[src/rtl/nock_increment_pkg.sv]
// nock_increment_pkg: shared memory/execute codes for the Nock increment reducer
package nock_increment_pkg;
  localparam int MEM_ADDR_W = 10;
  localparam int MEM_DATA_W = 64;
  localparam int NOUN_W = 28;
  localparam int TAG_W = 8;
  localparam int TAG_TEL_BIT = 0;
  localparam int TAG_EXEC_BIT = 7;
  localparam logic ATOM = 1'b0;
  localparam logic CELL = 1'b1;
  localparam logic [1:0] ATOM_ATOM = 2'b00;
  localparam logic [1:0] CELL_CELL = 2'b11;
  localparam logic [NOUN_W-1:0] NIL = '0;
  localparam logic [NOUN_W-1:0] NOUN_MAX = '1;
  localparam logic [1:0] GET_CONTENTS = 2'd1;
  localparam logic [1:0] SET_CONTENTS = 2'd2;
  localparam logic [3:0] SYS_FUNC_TRAVERSE = 4'h2;
  localparam logic [3:0] SYS_FUNC_EXECUTE = 4'h3;
  localparam logic [3:0] TRAVERSE_POP = 4'h2;
  localparam logic [3:0] EXECUTE_ERROR = 4'hF;
  localparam logic [7:0] ERR_OK = 8'h00;
  localparam logic [7:0] ERR_NOT_BOXED = 8'h01;
  localparam logic [7:0] ERR_OVERFLOW = 8'h02;
  typedef enum logic [2:0] {
    S_IDLE, S_READ_REQ, S_READ_WAIT, S_CALC, S_WRITE_REQ, S_WRITE_WAIT, S_DONE, S_ERROR
  } state_t;
endpackage

[src/rtl/nock_increment.sv]
// nock_increment: reduces [4 b] by incrementing the atom in tel (direct or boxed) and writing it back
module nock_increment
  import nock_increment_pkg::*;
(
  input  logic                  clk,
  input  logic                  rst,
  input  logic                  execute,
  input  logic [MEM_ADDR_W-1:0] module_address,
  input  logic [MEM_DATA_W-1:0] module_data,
  input  logic                  mem_ready,
  input  logic [MEM_DATA_W-1:0] read_data1,
  output logic                  mem_execute,
  output logic [MEM_ADDR_W-1:0] address1,
  output logic [1:0]            mem_func,
  output logic [MEM_DATA_W-1:0] write_data,
  output logic                  module_finished,
  output logic [3:0]            execute_return_sys_func,
  output logic [3:0]            execute_return_state,
  output logic [7:0]            error
);
  state_t state_q;
  logic [MEM_ADDR_W-1:0] addr_q;
  logic [NOUN_W-1:0] operand_q, result_d;
  logic [TAG_W-1:0] md_tag, rd_tag;
  logic [NOUN_W-1:0] md_tel, rd_hed, rd_tel;
  logic rd_boxed_atom;
  logic unused_bits;
  assign md_tag = module_data[MEM_DATA_W-1 -: TAG_W];
  assign md_tel = module_data[NOUN_W-1:0];
  assign rd_tag = read_data1[MEM_DATA_W-1 -: TAG_W];
  assign rd_hed = read_data1[2*NOUN_W-1:NOUN_W];
  assign rd_tel = read_data1[NOUN_W-1:0];
  assign unused_bits = ^{md_tag[TAG_W-1:1], module_data[2*NOUN_W-1:NOUN_W], rd_tag[6:2]};
  // a pointer target is a usable operand only if it is a plain boxed atom: [n ~], not marked for execution
  assign rd_boxed_atom = (rd_tag[1:0] == ATOM_ATOM) && !rd_tag[TAG_EXEC_BIT] && (rd_tel == NIL);
  always_comb result_d = operand_q + 1'b1;
  always_ff @(posedge clk) begin
    if (rst) begin
      state_q <= S_IDLE;
      addr_q <= '0;
      operand_q <= '0;
      mem_execute <= 1'b0;
      address1 <= '0;
      mem_func <= '0;
      write_data <= '0;
      module_finished <= 1'b0;
      execute_return_sys_func <= '0;
      execute_return_state <= '0;
      error <= ERR_OK;
    end else begin
      mem_execute <= 1'b0;
      case (state_q)
        S_IDLE: if (execute) begin
          addr_q <= module_address;
          error <= ERR_OK;
          if (md_tag[TAG_TEL_BIT] == ATOM) begin
            operand_q <= md_tel;
            state_q <= S_CALC;
          end else begin
            mem_execute <= 1'b1;
            address1 <= md_tel[MEM_ADDR_W-1:0];
            mem_func <= GET_CONTENTS;
            state_q <= S_READ_REQ;
          end
        end
        S_READ_REQ: begin
          mem_func <= '0;
          state_q <= S_READ_WAIT;
        end
        S_READ_WAIT: if (mem_ready) begin
          if (rd_boxed_atom) begin
            operand_q <= rd_hed;
            state_q <= S_CALC;
          end else begin
            error <= ERR_NOT_BOXED;
            execute_return_sys_func <= SYS_FUNC_EXECUTE;
            execute_return_state <= EXECUTE_ERROR;
            module_finished <= 1'b1;
            state_q <= S_ERROR;
          end
        end
        S_CALC: if (operand_q == NOUN_MAX) begin
          error <= ERR_OVERFLOW;
          execute_return_sys_func <= SYS_FUNC_EXECUTE;
          execute_return_state <= EXECUTE_ERROR;
          module_finished <= 1'b1;
          state_q <= S_ERROR;
        end else begin
          mem_execute <= 1'b1;
          address1 <= addr_q;
          mem_func <= SET_CONTENTS;
          write_data <= {{(TAG_W-2){1'b0}}, ATOM_ATOM, result_d, NIL};
          state_q <= S_WRITE_REQ;
        end
        S_WRITE_REQ: begin
          mem_func <= '0;
          write_data <= '0;
          state_q <= S_WRITE_WAIT;
        end
        S_WRITE_WAIT: if (mem_ready) begin
          execute_return_sys_func <= SYS_FUNC_TRAVERSE;
          execute_return_state <= TRAVERSE_POP;
          module_finished <= 1'b1;
          state_q <= S_DONE;
        end
        default: if (!execute) begin
          module_finished <= 1'b0;
          state_q <= S_IDLE;
        end
      endcase
    end
  end
endmodule

[config.mk]
export PLATFORM = sky130hd
export DESIGN_NAME = nock_increment
export DESIGN_NICKNAME = d
export VERILOG_FILES = /design/src/rtl/nock_increment_pkg.sv /design/src/rtl/nock_increment.sv
export SDC_FILE = /design/constraint.sdc
export NUM_CORES = 1
export LEC_CHECK = 0
export CAP_MARGIN = 20
export CORE_MARGIN = 2
export CORE_UTILIZATION = 30
export CTS_CLUSTER_DIAMETER = 150
export DETAILED_ROUTE_END_ITERATION = 10
export HOLD_SLACK_MARGIN = 0.06
export PLACE_DENSITY_LB_ADDON = 0.12
export SYNTH_ARGS = -nofsm -noshare
export SYNTH_HDL_FRONTEND = slang
export SYNTH_SLANG_ARGS = --single-unit
[constraint.sdc]
create_clock -name clk -period 3 [get_ports clk]
set_input_delay 0.3 -clock clk [delete_from_list [all_inputs] [get_ports clk]]
set_output_delay 0.3 -clock clk [all_outputs]
set_load 0.01 [all_outputs]
==> results of run 1 <==
==> per-layer routing <==
metal / GRT usage / routed length [um] / up-vias
met2: 0.265 / 6130 / 127
met1: 0.205 / 5880 / 1931
met3: 0.0266 / 690 / 11
met5: 0 / 0 / -
li1: - / - / 2088
met4: 0.0710 / 210 / 0
==> sequential cells by signal (all words and copies together) (netlist names) <==
register / flops
mem_func: 2
module_finished: 1
write_data: 28
execute_return_state: 2
mem_execute: 1
address1: 10
operand_q: 28
state_q: 3
error: 2
addr_q: 10
==> critical path, cell delays in order (launching register included) <==
cell and delay (ps):
dfxtp_1 480, ha_1 320, nand2_1 190, nor4_4 360, a21boi_2 270, or2b_1 670
o2bb2ai_1 150
==> cell usage after synthesis, types with 2 or more instances <==
cell       count  area (um^2)
o21ai_0        9         45.0
nor2b_1        6         37.5
xor2_1        20          175
inv_1          5         18.8
nor4_1        11         68.8
nor2_1        15         56.3
clkbuf_1      20         75.1
nor4_4         2         42.5
nand4_1       10         62.6
nand3_1       18         90.1
buf_2         16         80.1
dfxtp_1       87         1740
a22oi_1        2         15.0
buf_4         48          360
nor3_1        45          225
and3_1         4         25.0
a211oi_1      29          218
a211oi_2      10          125
o21a_1         3         22.5
o2bb2ai_1     20          175
nand2b_1       5         31.3
nand2_1       37          139
o31ai_1        2         15.0
nand3b_1       8         60.1
mux2i_1       38          380
and2_1         3         18.8
xnor2_1        5         43.8
or2_2          2         12.5
a21oi_1       26          130
==> final timing paths <==
path         slack, ps  depth (start not counted)             end
min                450                          2     mem_func[1]
min reg2reg        450                          2       addr_q[8]
max reg2reg        420                          6  write_data[36]
max                420                          6  write_data[36]
==> cell type report <==
cell class	count	area share
multi-input cells	391	0.395
flip-flops and latches	87	0.269
inverters	5	0.00289
well taps	188	0.0363
clock buffers	11	0.0374
repair buffers	164	0.247
clock inverters	5	0.0125
==> cell families (layout without fill, tap and decap cells) <==
kind of cell,Yosys count,in the layout,synth area share
and+or+nand+nor,172,172,0.200
AOI/OAI and AO/OA,111,111,0.178
buffers and inverters,90,185,0.117
DFF,87,87,0.373
muxes,38,38,0.0814
xor gates and xnor gates,25,25,0.0469
adders and majority gates,1,1,0.00268
other,1,44,0.000803
==> power breakdown <==
part	switching, mW	leakage [nW]	internal (mW)
logic	0.436	1.39	0.440
clock network	0.472	0.156	0.753
registers	0.112	0.709	1.26
total	1.02	2.25	2.46
==> per-stage QoR <==
stage | instances | instance area, um^2 | util
floorplan | 568 | 4830 | -
global placement | 835 | 6160 | 0.405
detailed placement | 835 | 6160 | 0.405
CTS | 851 | 6480 | 0.427
global route | 851 | 6480 | 0.427
finish | 851 | 6480 | 0.427
==> results.sh, run 1 <==
export IMPL_port_buffers=151
export IMPL_clockRootBuffer="clkbuf_16"
export IMPL_tightest_slew_ps=759
export IMPL_die_h_um=129
export IMPL_ctsHoldBuffers=0
export IMPL_setup_viol=0
export IMPL_mostFrequentLayoutCell="clkdlybuf4s50_1"
export IMPL_post_route_period_util=0.860
export IMPL_drive_above_1_share=0.0754
export IMPL_drt_wl_total_um=12900
export IMPL_synth_seq_cells=87
export IMPL_crit_required_ps=3210
export IMPL_h_tree_depth=3
export IMPL_grt_antenna_before_repair=0
export IMPL_syn_area_per_cell_um2=8.90
export IMPL_slew_viol_final=0
export IMPL_drt_iter0_drc=222
export IMPL_antenna_cells=0
export IMPL_powerDensity_nw_per_um2=536
export IMPL_maxSlewHeadroom=0.491
export IMPL_drc=0
export IMPL_worstPathMaxFanout=20
export IMPL_worstHoldStart="rst"
export IMPL_core_area_um2=15200
export IMPL_period_minus_slack_ps=2580
export IMPL_netlist_cell_type_count=48
export IMPL_whs_ps=451
export IMPL_start_util=0.307
export IMPL_cts_made_buffers=9
export IMPL_synth_edf_count=0
export IMPL_status="completed"
export IMPL_areaGrowthSynthToFinish_pct=38.8
export IMPL_row_count=45
export IMPL_p_leak_nw=2.25
export IMPL_setup_worst_path_start_class="register"
export IMPL_seqCellArea_um2=1740
export IMPL_clock_path_buffers=2
export IMPL_detailedPlace_worstSlack_ps=392
export IMPL_r2r_start="operand_q[0]"
export IMPL_grt_overflow_total=0
export IMPL_first_pass_iters=4
export IMPL_rsz0062_at_grt="false"
export IMPL_hold_viol_final=0
export IMPL_hp_class="input pin to register"
export IMPL_synthCells=525
export IMPL_ys_warn_count=0
export IMPL_cts_resized=0
export IMPL_fin_ws_ps=420
export IMPL_gp_congestion=0.785
export IMPL_grt_util_all_layers=0.160
export IMPL_grt_max_degree=43
export IMPL_fill_cells=1505
export IMPL_drv_cap=0
export IMPL_first_global_vias=4103
export IMPL_insertion_delay_ps=350
export IMPL_finalClockSkew_ps=5.07
export IMPL_die_w_um=129
export IMPL_grt_pass1_wl_um=20700
export IMPL_clkTransAtPathRegs_ps=60
export IMPL_postRouteAntennaNets=0
export IMPL_via_per_inst=4.88
export IMPL_io_pins=236
export IMPL_p_total_mw=3.48
export IMPL_critPathKind="register to register"
export IMPL_crit_path_start="operand_q[0]"
export IMPL_max_freq_mhz=388
export IMPL_final_cell_mix="150 x clkdlybuf4s50_1, 87 x dfxtp_1, 44 x nor3_1, 44 x conb_1, 38 x mux2i_1"
export IMPL_dp_hpwl_um=9630
export IMPL_nets=801
export IMPL_async_reset_ff_frac=0
export IMPL_yosysSeqAreaShare=0.373
export IMPL_peakVddDrop_uv=331
export IMPL_cts_tree="done"
export IMPL_finalSetupTns_ps=0
export IMPL_cts_sinks=87
export IMPL_die_area_um2=16600
export IMPL_num_vias=4157
export IMPL_critPathCaptureType="register"
export IMPL_ys_flop_type="dfxtp_1"
export IMPL_crit_arrival_ps=2790
export IMPL_multi_input_area_um2=2560
export IMPL_route_detailed_wl_per_inst_um=15.2
export IMPL_post_cts_buffers=0
export IMPL_syn_cell_area_um2=4670
Power figures use the tool's default switching activity.
==> inputs of run 2 (changes only) <==
- CAP_MARGIN: 20 -> 0
==> results of run 2 <==
Final layout, timing and power as in run 1 (identical DEF).
